`src/rtl/stopwatch_counter.sv`:
```
// MM:SS stopwatch with per-digit BCD counting, pause toggle and a field-adjust mode.
// Digits, state and the running flag are all flops, so every output is registered.
module stopwatch_counter #(
    parameter int MIN_LIMIT = 59
) (
    input  logic       clk,
    input  logic       rst,
    input  logic       tick,
    input  logic       adj_tick,
    input  logic       pause,
    input  logic       adj,
    input  logic       sel,
    output logic [4:0] min_l,
    output logic [4:0] min_r,
    output logic [4:0] sec_l,
    output logic [4:0] sec_r,
    output logic       running
);

    typedef enum logic [1:0] {
        ST_RUN    = 2'd0,
        ST_PAUSED = 2'd1,
        ST_ADJUST = 2'd2
    } state_t;

    localparam logic [3:0] MIN_LIM_T = 4'(MIN_LIMIT / 10);
    localparam logic [3:0] MIN_LIM_O = 4'(MIN_LIMIT % 10);

    state_t     state_q, state_n;
    logic       pause_q;
    logic       pause_evt;
    logic       running_q;
    logic [3:0] min_l_q, min_r_q, sec_r_q;
    logic [2:0] sec_l_q;
    logic [3:0] min_l_n, min_r_n, sec_r_n;
    logic [2:0] sec_l_n;
    logic [7:0] min_inc, sec_inc;
    logic       sec_at_max;

    // Two-digit BCD increment that wraps to 00 once the pair equals the limit.
    function automatic logic [7:0] bcd_inc(input logic [3:0] tens, input logic [3:0] ones,
                                           input logic [3:0] lim_t, input logic [3:0] lim_o);
        if (tens == lim_t && ones == lim_o)
            return 8'h00;
        else if (ones == 4'd9)
            return {tens + 4'd1, 4'd0};
        else
            return {tens, ones + 4'd1};
    endfunction

    assign pause_evt  = pause & ~pause_q;
    assign min_inc    = bcd_inc(min_l_q, min_r_q, MIN_LIM_T, MIN_LIM_O);
    assign sec_inc    = bcd_inc({1'b0, sec_l_q}, sec_r_q, 4'd5, 4'd9);
    assign sec_at_max = (sec_l_q == 3'd5) && (sec_r_q == 4'd9);

    // NOTE: every always_comb output gets a default first so no path can infer a latch.
    always_comb begin
        state_n = state_q;
        if (adj) begin
            state_n = ST_ADJUST;
        end else begin
            unique case (state_q)
                ST_RUN:    if (pause_evt) state_n = ST_PAUSED;
                ST_PAUSED: if (pause_evt) state_n = ST_RUN;
                ST_ADJUST: state_n = ST_PAUSED;
                default:   state_n = ST_PAUSED;
            endcase
        end
    end

    // Counting keys off the current state, so a tick coinciding with a pause event still counts.
    always_comb begin
        min_l_n = min_l_q;
        min_r_n = min_r_q;
        sec_l_n = sec_l_q;
        sec_r_n = sec_r_q;
        if (state_q == ST_RUN && tick) begin
            sec_l_n = sec_inc[6:4];
            sec_r_n = sec_inc[3:0];
            if (sec_at_max) begin
                min_l_n = min_inc[7:4];
                min_r_n = min_inc[3:0];
            end
        end else if (state_q == ST_ADJUST && adj_tick) begin
            if (sel) begin
                sec_l_n = sec_inc[6:4];
                sec_r_n = sec_inc[3:0];
            end else begin
                min_l_n = min_inc[7:4];
                min_r_n = min_inc[3:0];
            end
        end
    end

    // NOTE: sequential state uses non-blocking assignments so all flops update together.
    always_ff @(posedge clk) begin
        if (rst) begin
            state_q   <= ST_PAUSED;
            running_q <= 1'b0;
            pause_q   <= pause;
            min_l_q   <= '0;
            min_r_q   <= '0;
            sec_l_q   <= '0;
            sec_r_q   <= '0;
        end else begin
            state_q   <= state_n;
            running_q <= (state_n == ST_RUN);
            pause_q   <= pause;
            min_l_q   <= min_l_n;
            min_r_q   <= min_r_n;
            sec_l_q   <= sec_l_n;
            sec_r_q   <= sec_r_n;
        end
    end

    assign min_l   = {1'b0, min_l_q};
    assign min_r   = {1'b0, min_r_q};
    assign sec_l   = {2'b00, sec_l_q};
    assign sec_r   = {1'b0, sec_r_q};
    assign running = running_q;

endmodule

```
`config.mk`:
```
export PLATFORM = sky130hd
export DESIGN_NAME = stopwatch_counter
export DESIGN_NICKNAME = d
export VERILOG_FILES = /design/src/rtl/stopwatch_counter.sv
export SDC_FILE = /design/constraint.sdc
export NUM_CORES = 1
export LEC_CHECK = 0
export CAP_MARGIN = 20
export CORE_MARGIN = 2
export CORE_UTILIZATION = 58
export CTS_BUF_LIST = sky130_fd_sc_hd__clkbuf_4
export DETAILED_ROUTE_END_ITERATION = 8
export DONT_BUFFER_PORTS = 1
export PLACE_DENSITY_LB_ADDON = 0.3
export SETUP_SLACK_MARGIN = 0.1
export SYNTH_ARGS = -nofsm -noshare
export SYNTH_HDL_FRONTEND = slang
export SYNTH_SLANG_ARGS = --single-unit
export TNS_END_PERCENT = 50
```
`constraint.sdc`:
```
create_clock -name clk -period 1.8 [get_ports clk]
set_clock_uncertainty 0.05 [all_clocks]
set_input_delay 0.36 -clock clk [delete_from_list [all_inputs] [get_ports clk]]
set_output_delay 0.36 -clock clk [all_outputs]
set_load 0.02 [all_outputs]
```
Word level (Yosys, flattened, before mapping) --
Cells that the tools add are included.
Storage, ports and cells: flip-flop bits (word level) 19, latch bits 0, bits in writable memories 0, ROM bits 0, output and inout bits 21, memories 0
Cells by class: add/sub/neg operators 4, multipliers 0, div/mod/pow operators 0, $lt $le $gt $ge 0, eq/ne operators 8, shifts and indexed selects 0, mux-type cells 22, bitwise logic cells 2, reductions and logical operators 10
Operator list (number):
- $mux W4 | 11
- $mux W8 | 2
- $mux W7 | 2
- $add A4 B1 Y4 const B | 3
- $mux W3 | 3
- $eq A4 B4 Y1 const B | 2
- $mux W2 | 3
- $eq A4 B3 Y1 const B | 1
- $logic_and A1 B1 Y1 | 4
- $logic_not A2 Y1 | 2
- $pmux W2 S2 | 1
- $reduce_bool A2 Y1 | 2
- $add A3 B1 Y3 const B | 1
- $eq A3 B3 Y1 const B | 1
- $reduce_and A3 Y1 | 1
- $eq A2 B1 Y1 const B | 1
- $eq A2 B2 Y1 const B | 1
- $ne A2 B1 Y1 const B | 1
- $ne A2 B2 Y1 const B | 1
- $reduce_and A2 Y1 | 1
- $and A1 B1 Y1 | 1
- $not A1 Y1 | 1

Longest topological paths before layout --
depth after elaboration 6, mapped depth 7, gate-level depth less buffers 6

Worst setup path before layout --
OpenSTA, ideal clock, no wires.
path type register -> register, start point reg sec_r_q[0], end point reg min_r_q[1], arrival 1.725 ns, slack -0.045 ns, cell stages (with the launch flop) 7, path buffers 1, period minus slack after synthesis 1.845 ns, path through dfxtp_1 > ha_1 > and3b_2 > a41oi_2 > buf_2 > or3_1 > a21oi_1
On the way: cells in the longest elaborated chain, start to end 4
RTL lines:
- from (decl) | line 33 | logic [3:0] min_l_q, min_r_q, sec_r_q;
- from (signal assigned) | line 112 | sec_r_q <= sec_r_n;
- $eq A4 B4 Y1 | line 54 | assign sec_at_max = (sec_l_q == 3'd5) && (sec_r_q == 4'd9);
- $logic_and A1 B1 Y1 | line 54
- $ne A2 B2 Y1 (no line)
- $reduce_and A3 Y1 (no line)
- to (signal assigned) | line 110 | min_r_q <= min_r_n;
- to (decl) | line 33
No other way between the ends. A chain may end at the register's enable or synchronous reset.

Worst setup path after layout --
start point reg sec_r_q[1], end point reg min_l_q[0]
On the way: cells in the longest elaborated chain, start to end 4
RTL lines:
- $eq A4 B4 Y1 | line 54
- $logic_and A1 B1 Y1 | line 54
- $ne A2 B2 Y1 (no line)
- $reduce_and A3 Y1 (no line)
- to (signal assigned) | line 109 | min_l_q <= min_l_n;
- to (decl) | line 33
No other way between the ends.

==> results.ini <==
[synth]
ys_types=35
ys.flop_type=dfxtp_1
syn_area_um2=1020
synth_cells=116
synth_area_per_cell_um2=8.81
ys_seq_elements=19
ys_seq_area_share_pct=37.2
synth-edff-count=0
synthArstFlopShare_pct=0
yosysWarnings=0

[global_route]
grt_max_degree=19
grt_usage_pct=22.8
grt_pass1_vias=884
grt_pass1_wl_um=3480
grt-ovfl-total=0
antenna_found_initial=0

[power_and_ir_drop]
fin_total_pwr_uw=726
ir_drop_mv=0.455
power_leakage_uw=0.000510
power.density_nw_per_um2=561

[worst_setup_path]
start_kind=register
crit_arrival_ns=1.88
cp_max_fo=7
critPathKind=reg -> reg
critPathRequiredTime_ns=1.99
worst_setup_path_end_kind=register

[detailed_routing]
wl_met1_um=932
drt_iter0_markers=13
highest_layer=met4
drt_wl_total_um=2270
viasPerCell=5.90
dr_wl_met3_um=128
wl_met2_um=1130
num_vias=920
drc_errors=0
ant_nets=0
firstDrtPassIters=4
wl_per_cell_um=14.5

[timing]
hold_viol_final=0
fin_crit_ns=1.70
period_share_pct=94.2
rsz0062_at_grt=yes
tns_ns=0
hold_ws_ns=0.0307
final-max-slew-violation-count=0
finalSetupViolations=0
setup_ws_ns=0.104
max_freq_mhz=590

[place]
gp_congestion=0.826
dp_slack_ns=0.0422
portBuffers=0
dpl-instance-area_um2=1150
dp_hpwl_um=1610

[final_layout]
finalInstanceArea_um2=1290
antenna_cells=0
drive_above_1_share_pct=33.8
area_delta_synth_final_pct=26.6
mostFrequentLayoutCell=buf_4
final_cell_mix=buf_4 (22), dfxtp_1 (14), nor2_1 (12), o21ai_0 (11), a21oi_1 (8)
fin_nets=155
fill_cells=119

[clock_network]
h-tree-depth=1
ctsHoldBuffers=0
cts_buffers=3
clock_latency_ns=0.29
numClockSinks=19
path_clk_slew_ns=0.11
cts_buffer_depth=2
cts_tree=built
root_buffer=clkbuf_4

[floorplanning]
num_rows=15
start_util_pct=60.5
dieArea_um2=2110
pin_count=28
fp.coreArea_um2=1690
die_h_um=46.0
dieWidth_um=46.0

[flow_run]
drv_cap=0

[run_status]
status=finished, final reports clean

[min_path]
min_path_type=in -> reg

## worst max-delay path: stages, from the launching register on
cell and delay [ns]:
dfxtp_2 0.34, inv_2 0.06, ha_4 0.12, and3b_2 0.22, a41oi_4 0.17, or4_4 0.57, a21oi_2 0.12
## routing by layer
layer / vias to the layer above / track usage (%)
li1: 455 / -
met1: 424 / 25.1
met2: 33 / 39.7
met3: 8 / 4.76
met4: 0 / 13.1
met5: - / 0
## logic make-up after synthesis
| kind of cell | share of synthesized area (%) |
|---|---|
| other | 0.367 |
| adder cells (fa/ha/maj) | 9.79 |
| AND/OR/NAND/NOR | 23.9 |
| buffers and inverters | 7.10 |
| XOR/XNOR | 0.857 |
| AO/OA/AOI/OAI | 16.9 |
| multiplexers | 3.92 |
| flip-flops | 37.2 |
## power breakdown
part / total, uW / switching, uW / leakage, uW / internal, uW
Sequential: 439 / 10.8 / 0.000157 / 428
Combinational: 56.2 / 33.2 / 0.000335 / 22.9
Clock: 231 / 130 / 0.0000184 / 101
## synthesized netlist by cell type, types with 2 or more instances
library cell	n	area (um^2)
or4_1	5	37.5
clkbuf_1	2	7.51
dfxtp_1	19	380
inv_1	6	22.5
mux2i_1	4	40.0
nand3_1	2	10.0
o21ai_0	11	55.1
nor2_1	12	45.0
ha_1	8	100
or3_1	2	12.5
nand2b_1	2	12.5
and3b_1	2	17.5
buf_4	5	37.5
nand3b_1	2	15.0
a21oi_1	11	55.1
nand2_1	4	15.0
## state kept, by name, summed over array words and instances (netlist names)
name     flops
running      1
pause_q      1
sec_l_q      3
state_q      2
min_r_q      4
min_l_q      4
sec_r_q      4
## stage by stage
stage               std cells  util [%]
floorplan                 120         -
global placement          147      68.1
detailed placement        147      68.1
CTS                       153      72.0
global route              156      76.6
finish                    156      76.6
## path summary, 6_finish.rpt
path,start,endpoint,slack [ns],cells past startpoint
max,sec_r_q[1]$_SDFFE_PP0P_,min_l_q[0]$_SDFFE_PP0P_,0.10,6
min,pause,pause_q$_DFF_P_,0.03,0
max reg2reg,sec_r_q[1]$_SDFFE_PP0P_,min_l_q[0]$_SDFFE_PP0P_,0.10,6
min reg2reg,min_l_q[3]$_SDFFE_PP0P_,min_l_q[3]$_SDFFE_PP0P_,0.57,2
## final cells by class
cell class              count  area, um^2  share of cell area (%)
clock buffers               4        30.0                    2.32
inverters                   6        22.5                    1.74
multi-input cells          87         654                    50.6
flip-flops and latches     19         389                    30.1
well taps                  17        21.3                    1.64
repair buffers             23         176                    13.6
## timing repair
action	in CTS	in global routing
pin swaps	4	8
resized for setup	4	12
setup endpoints to repair	6	10
setup buffers	2	3
gates cloned	0	0
Note: power is estimated with default switching activity, not from simulation.
